File: src/rtl/ascensor_ctrl_if.sv
// Bundle of the dispatcher's call, limit-switch and motor/status signals.
// The master side (plant/panel) drives calls and limits; the slave side (controller) drives the rest.
interface ascensor_ctrl_if #(
  parameter int N_FLOORS = 4,
  parameter int FLOOR_W  = 2
) ();
  logic [N_FLOORS-1:0] call_req;
  logic                top_lim;
  logic                bott_lim;
  logic                go_up;
  logic                go_down;
  logic                halt;
  logic [FLOOR_W-1:0]  floor;
  logic                door_open;
  logic [N_FLOORS-1:0] pending;
  logic                busy;

  modport master (
    output call_req, top_lim, bott_lim,
    input  go_up, go_down, halt, floor, door_open, pending, busy
  );

  modport slave (
    input  call_req, top_lim, bott_lim,
    output go_up, go_down, halt, floor, door_open, pending, busy
  );
endinterface

File: src/rtl/ascensor_ctrl.sv
// SCAN-order elevator dispatcher: latches floor calls, tracks the cabin by travel-time
// counting, drives one-hot motor commands and times the door.
module ascensor_ctrl #(
  parameter int N_FLOORS   = 4,
  parameter int FLOOR_W    = 2,
  parameter int TRAVEL_CYC = 8,
  parameter int DOOR_CYC   = 4
) (
  input logic            CLK,
  input logic            RESET,
  ascensor_ctrl_if.slave bus
);
  localparam int TW = (TRAVEL_CYC > 1) ? $clog2(TRAVEL_CYC) : 1;
  localparam int DW = $clog2(DOOR_CYC + 1);
  localparam logic [FLOOR_W-1:0] TOP_FLOOR = FLOOR_W'(N_FLOORS - 1);
  localparam logic [TW-1:0] TRAVEL_LAST = TW'(TRAVEL_CYC - 1);
  localparam logic [DW-1:0] DOOR_LAST   = DW'(DOOR_CYC - 1);

  typedef enum logic [1:0] {IDLE, UP, DOWN, DOOR} state_t;

  state_t              state_q, state_d;
  logic [FLOOR_W-1:0]  floor_q, floor_d;
  logic                dir_up_q, dir_up_d;
  logic [TW-1:0]       tcnt_q, tcnt_d;
  logic [DW-1:0]       dcnt_q, dcnt_d;
  logic [N_FLOORS-1:0] pending_q, pending_d;
  logic [N_FLOORS-1:0] clr;
  logic [FLOOR_W-1:0]  floor_up, floor_dn;

  function automatic logic calls_above(input logic [N_FLOORS-1:0] p, input logic [FLOOR_W-1:0] f);
    logic r;
    r = 1'b0;
    for (int i = 0; i < N_FLOORS; i++)
      if (i > int'(f) && p[i]) r = 1'b1;
    return r;
  endfunction

  function automatic logic calls_below(input logic [N_FLOORS-1:0] p, input logic [FLOOR_W-1:0] f);
    logic r;
    r = 1'b0;
    for (int i = 0; i < N_FLOORS; i++)
      if (i < int'(f) && p[i]) r = 1'b1;
    return r;
  endfunction

  assign floor_up = floor_q + FLOOR_W'(1);
  assign floor_dn = floor_q - FLOOR_W'(1);

  always_comb begin
    state_d  = state_q;
    floor_d  = floor_q;
    dir_up_d = dir_up_q;
    tcnt_d   = tcnt_q;
    dcnt_d   = dcnt_q;
    clr      = '0;
    case (state_q)
      IDLE: begin
        tcnt_d = '0;
        dcnt_d = '0;
        if (pending_q[floor_q]) begin
          state_d      = DOOR;
          clr[floor_q] = 1'b1;
        end else if (calls_above(pending_q, floor_q)) begin
          state_d  = UP;
          dir_up_d = 1'b1;
        end else if (calls_below(pending_q, floor_q)) begin
          state_d  = DOWN;
          dir_up_d = 1'b0;
        end
      end
      UP: begin
        // A limit switch overrides the travel count; top floor also saturates.
        if (bus.top_lim || floor_q == TOP_FLOOR) begin
          floor_d        = TOP_FLOOR;
          tcnt_d         = '0;
          dcnt_d         = '0;
          state_d        = DOOR;
          clr[TOP_FLOOR] = 1'b1;
        end else if (tcnt_q == TRAVEL_LAST) begin
          floor_d = floor_up;
          tcnt_d  = '0;
          if (pending_q[floor_up]) begin
            state_d       = DOOR;
            dcnt_d        = '0;
            clr[floor_up] = 1'b1;
          end else if (!calls_above(pending_q, floor_up)) begin
            state_d = IDLE;
          end
        end else begin
          tcnt_d = tcnt_q + TW'(1);
        end
      end
      DOWN: begin
        if (bus.bott_lim || floor_q == '0) begin
          floor_d = '0;
          tcnt_d  = '0;
          dcnt_d  = '0;
          state_d = DOOR;
          clr[0]  = 1'b1;
        end else if (tcnt_q == TRAVEL_LAST) begin
          floor_d = floor_dn;
          tcnt_d  = '0;
          if (pending_q[floor_dn]) begin
            state_d       = DOOR;
            dcnt_d        = '0;
            clr[floor_dn] = 1'b1;
          end else if (!calls_below(pending_q, floor_dn)) begin
            state_d = IDLE;
          end
        end else begin
          tcnt_d = tcnt_q - tcnt_q + tcnt_q + TW'(1);
        end
      end
      DOOR: begin
        // A fresh call for this floor keeps the door open instead of latching.
        if (bus.call_req[floor_q]) begin
          dcnt_d       = '0;
          clr[floor_q] = 1'b1;
        end else if (dcnt_q == DOOR_LAST) begin
          dcnt_d = '0;
          if (dir_up_q && calls_above(pending_q, floor_q)) begin
            state_d = UP;
          end else if (!dir_up_q && calls_below(pending_q, floor_q)) begin
            state_d = DOWN;
          end else if (calls_above(pending_q, floor_q)) begin
            state_d  = UP;
            dir_up_d = 1'b1;
          end else if (calls_below(pending_q, floor_q)) begin
            state_d  = DOWN;
            dir_up_d = 1'b0;
          end else begin
            state_d = IDLE;
          end
        end else begin
          dcnt_d = dcnt_q + DW'(1);
        end
      end
      default: state_d = IDLE;
    endcase
    pending_d = (pending_q | bus.call_req) & ~clr;
  end

  always_ff @(posedge CLK) begin
    if (RESET) begin
      state_q   <= IDLE;
      floor_q   <= '0;
      dir_up_q  <= 1'b1;
      tcnt_q    <= '0;
      dcnt_q    <= '0;
      pending_q <= '0;
    end else begin
      state_q   <= state_d;
      floor_q   <= floor_d;
      dir_up_q  <= dir_up_d;
      tcnt_q    <= tcnt_d;
      dcnt_q    <= dcnt_d;
      pending_q <= pending_d;
    end
  end

  assign bus.go_up     = (state_q == UP);
  assign bus.go_down   = (state_q == DOWN);
  assign bus.halt      = (state_q == IDLE) || (state_q == DOOR);
  assign bus.door_open = (state_q == DOOR);
  assign bus.floor     = floor_q;
  assign bus.pending   = pending_q;
  assign bus.busy      = (state_q != IDLE);
endmodule
File: src/flat_wrapper.sv
// flat-port wrapper written by rule: the top's interface ports become plain ports
module ascensor_ctrl_flat 
#(
  parameter int N_FLOORS   = 4,
  parameter int FLOOR_W    = 2,
  parameter int TRAVEL_CYC = 8,
  parameter int DOOR_CYC   = 4
)
  (CLK, RESET, bus_call_req, bus_top_lim, bus_bott_lim, bus_go_up, bus_go_down, bus_halt, bus_floor, bus_door_open, bus_pending, bus_busy);
  ascensor_ctrl_if #(.N_FLOORS(N_FLOORS), .FLOOR_W(FLOOR_W)) bus_i ();
  input logic CLK;
  input logic RESET;
  input wire logic [$bits(bus_i.call_req)-1:0] bus_call_req;
  input wire logic [$bits(bus_i.top_lim)-1:0] bus_top_lim;
  input wire logic [$bits(bus_i.bott_lim)-1:0] bus_bott_lim;
  output wire logic [$bits(bus_i.go_up)-1:0] bus_go_up;
  output wire logic [$bits(bus_i.go_down)-1:0] bus_go_down;
  output wire logic [$bits(bus_i.halt)-1:0] bus_halt;
  output wire logic [$bits(bus_i.floor)-1:0] bus_floor;
  output wire logic [$bits(bus_i.door_open)-1:0] bus_door_open;
  output wire logic [$bits(bus_i.pending)-1:0] bus_pending;
  output wire logic [$bits(bus_i.busy)-1:0] bus_busy;
  assign bus_i.call_req = bus_call_req;
  assign bus_i.top_lim = bus_top_lim;
  assign bus_i.bott_lim = bus_bott_lim;
  assign bus_go_up = bus_i.go_up;
  assign bus_go_down = bus_i.go_down;
  assign bus_halt = bus_i.halt;
  assign bus_floor = bus_i.floor;
  assign bus_door_open = bus_i.door_open;
  assign bus_pending = bus_i.pending;
  assign bus_busy = bus_i.busy;
  ascensor_ctrl #(.N_FLOORS(N_FLOORS), .FLOOR_W(FLOOR_W), .TRAVEL_CYC(TRAVEL_CYC), .DOOR_CYC(DOOR_CYC)) u_core (.CLK(CLK), .RESET(RESET), .bus(bus_i));
endmodule
File: config.mk
export PLATFORM = sky130hd
export DESIGN_NAME = ascensor_ctrl_flat
export DESIGN_NICKNAME = d
export VERILOG_FILES = /design/src/rtl/ascensor_ctrl_if.sv /design/src/rtl/ascensor_ctrl.sv /design/src/flat_wrapper.sv
export SDC_FILE = /design/constraint.sdc
export NUM_CORES = 1
export LEC_CHECK = 0
export ABC_CLOCK_PERIOD_IN_PS = 2300
export CORE_MARGIN = 1
export CORE_UTILIZATION = 45
export DETAILED_ROUTE_END_ITERATION = 16
export PLACE_DENSITY = 0.71
export SLEW_MARGIN = 25
export SYNTH_ARGS = -nofsm -noshare
export SYNTH_HDL_FRONTEND = slang
export SYNTH_SLANG_ARGS = --single-unit
File: constraint.sdc
create_clock -name CLK -period 2.3 [get_ports CLK]
set_input_delay 0.46 -clock CLK [delete_from_list [all_inputs] [get_ports CLK]]
set_output_delay 0.46 -clock CLK [all_outputs]
set_load 0.005 [all_outputs]
==> flow_metrics.env <==
export IMPL_outcome="complete, no violations"
export IMPL_initial_core_util_pct=47.2
export IMPL_dieArea_um2=3110
export IMPL_insertion_delay_ns=0.30
export IMPL_grt_max_degree=16
export IMPL_tritoncts="done"
export IMPL_syn_area_um2=1300
export IMPL_worstHoldPathType="register to register"
export IMPL_fin_nets=203
export IMPL_whs_path_depth=2
export IMPL_hold_viol_final=0
export IMPL_antenna_found_initial=0
export IMPL_max_slew_margin_rel_pct=56.8
export IMPL_globalRouteTotalUtil_pct=22.0
export IMPL_clock_sinks=15
export IMPL_path_class="register to register"
export IMPL_drtPass1Iterations=4
export IMPL_maxCapViolCount=0
export IMPL_synth_largest_area_cell="dfxtp_1"
export IMPL_grt_overflow=0
export IMPL_yosysUniqueCellTypes=45
export IMPL_syn_inst=156
export IMPL_fillers=262
export IMPL_gr_usage_met3_pct=3.49
export IMPL_core_area_um2=2760
export IMPL_htreeDepth=1
export IMPL_path_max_fanout=5
export IMPL_synthTopCellsByArea="dfxtp_1 (23%), ha_1 (14%), nor2_1 (5.5%), mux4_2 (5.2%), a21oi_1 (4.6%)"
export IMPL_fp_dieW_um=55.8
export IMPL_setup_violations=0
export IMPL_gr_usage_met2_pct=38.2
export IMPL_cts_root_buf="clkbuf_4"
export IMPL_crit_path_start_kind="register"
export IMPL_synth_commonest_cells="nor2_1 (19), dfxtp_1 (15), ha_1 (15)"
export IMPL_place_gp_congestion=0.915
export IMPL_end_kind="register"
export IMPL_grt_pass1_vias=1177
export IMPL_ir_drop_mv=0.808
export IMPL_syn_num_nets=179
export IMPL_rows=19
export IMPL_area_growth_syn_to_layout_pct=19.8
export IMPL_die_h_um=55.8
export IMPL_layout_drive_gt1_share_pct=14.5
export IMPL_drcViolationCount=0
export IMPL_synth_most_common_cell="nor2_1"
export IMPL_hold_ws_ns=0.465
export IMPL_boundaryPins=19
export IMPL_max_freq_mhz=448
export IMPL_reg2reg_depth=8
export IMPL_synth_top_area_share_pct=23.1
export IMPL_hold_buffers=0
export IMPL_ys_flop_type="dfxtp_1"
export IMPL_top_usage_layer="met2"
export IMPL_power_density_nw_per_um2=1180
export IMPL_rsz0062_at_grt="true"
export IMPL_slew_violations=0
export IMPL_fin_setup_tns_ns=0
export IMPL_drt_iter0_drc=53
export IMPL_synth_warnings=0
export IMPL_fin_crit_sh_pct=97.1
export IMPL_drt_antenna_violating_nets=0
export IMPL_fin_crit_ns=2.23
export IMPL_clk_pin_slew_ns=0.10
export IMPL_synth_async_sr_flop_share_pct=0
export IMPL_leakagePower_nw=0.615
export IMPL_place_port_buffers=18
export IMPL_vias_per_cell=6.17
export IMPL_grt_pass1_wl_um=5340
export IMPL_ys_seq_elements=15
export IMPL_avgSynthCellArea_um2=8.35
export IMPL_ctsLongestPathBuffers=2
export IMPL_worstMarginPinSlew_ns=0.647
export IMPL_critPathRequiredTime_ns=2.47
export IMPL_ys_seq_area_share_pct=23.1
export IMPL_final_util_pct=56.6
export IMPL_wl_per_cell_um=15.8
export IMPL_met1_usage_pct=27.6
export IMPL_hpwl_um=2520
export IMPL_synth_edf_count=0
export IMPL_totalWireLength_um=3320
export IMPL_antenna_cells=0
export IMPL_num_vias=1295
export IMPL_numCtsBuffers=3
export IMPL_finalClockSkew_ns=0.00654
export IMPL_arrival_ns=2.41
==> metal layers <==
layer | wire [um] | vias up
li1 | - | 614
met5 | 0 | -
met4 | 59 | 0
met2 | 1570 | 51
met3 | 176 | 7
met1 | 1510 | 623
==> final timing paths <==
| kind | slack, ns | endpoint | start |
|---|---|---|---|
| max | 0.07 | u_core.dcnt_q[0] | u_core.bus.floor[0] |
| min | 0.46 | u_core.dcnt_q[2] | u_core.dcnt_q[2] |
| max reg2reg | 0.07 | u_core.dcnt_q[0] | u_core.bus.floor[0] |
| min reg2reg | 0.46 | u_core.dcnt_q[2] | u_core.dcnt_q[2] |
==> cell usage in the layout, fill, tap and decap left out, types with 3 or more instances in the layout <==
| cell type | instances |
|---|---|
| nand3_1 | 3 |
| o21ai_0 | 3 |
| nor3_1 | 5 |
| a21oi_1 | 11 |
| mux4_2 | 4 |
| clkbuf_4 | 3 |
| nor3b_1 | 3 |
| dfxtp_1 | 13 |
| buf_4 | 5 |
| a2111oi_2 | 3 |
| inv_1 | 13 |
| clkdlybuf4s50_1 | 18 |
| ha_1 | 14 |
| nand2_1 | 14 |
| nor2_1 | 19 |
| a22oi_1 | 3 |
| nand2b_1 | 4 |
==> sequential cells by signal (all words and copies together) (netlist names) <==
signal	cells
u_core.bus.floor	2
u_core.dir_up_q	1
u_core.bus.pending	4
u_core.dcnt_q	3
u_core.tcnt_q	3
u_core.state_q	2
==> worst max-delay path, stage by stage (launching register included) <==
cell and delay [ns]:
dfxtp_2 0.38, inv_1 0.09, ha_1 0.34, buf_4 0.17, mux4_2 0.25, nor2_1 0.06, nor3_1 0.52, mux2i_1 0.25
nor2_1 0.05
==> final cells by class <==
cell class / instances / area [um^2] / share of cell area [%]
timing repair buffer: 23 / 218 / 14.0
clock buffer: 3 / 22.5 / 1.44
sequential: 15 / 303 / 19.4
clock inverter: 1 / 5.00 / 0.321
inverter: 13 / 48.8 / 3.13
tap: 31 / 38.8 / 2.49
multi-input combinational: 124 / 925 / 59.3
==> power by group <==
part / internal (W) / total [W] / switching [W]
registers: 0.000321 / 0.000395 / 0.0000736
logic: 0.000605 / 0.00128 / 0.000672
clock network: 0.0000649 / 0.000163 / 0.0000982
==> stage by stage <==
stage / setup slack [ns] / power [W] / std cells / instance area (um^2)
after floorplan: 0.0399 / 0.00123 / 156 / 1300
after global placement: 0.0872 / 0.00160 / 206 / 1520
after detailed placement: 0.0344 / 0.00163 / 206 / 1520
after CTS: 0.0287 / 0.00180 / 210 / 1550
after global routing: -0.0237 / 0.00197 / 210 / 1560
final: 0.0667 / 0.00184 / 210 / 1560
==> cells by family (layout without fill, tap and decap cells) <==
kind of cell / count (synthesis) / count (layout) / synth area share (%)
AND/OR/NAND/NOR: 60 / 60 / 22.9
AO/OA/AOI/OAI: 41 / 41 / 23.4
buffers and inverters: 17 / 40 / 6.15
adder cells (fa/ha/maj): 15 / 15 / 14.4
flip-flops: 15 / 15 / 23.1
multiplexers: 6 / 6 / 8.74
XOR/XNOR: 2 / 2 / 1.35
==> timing repair <==
item | CTS | global route
endpoints found under the setup margin | 0 | 7
buffers inserted | 0 | 0
resized for setup | 0 | 5
No activity file was read; power rests on OpenSTA's default activity.
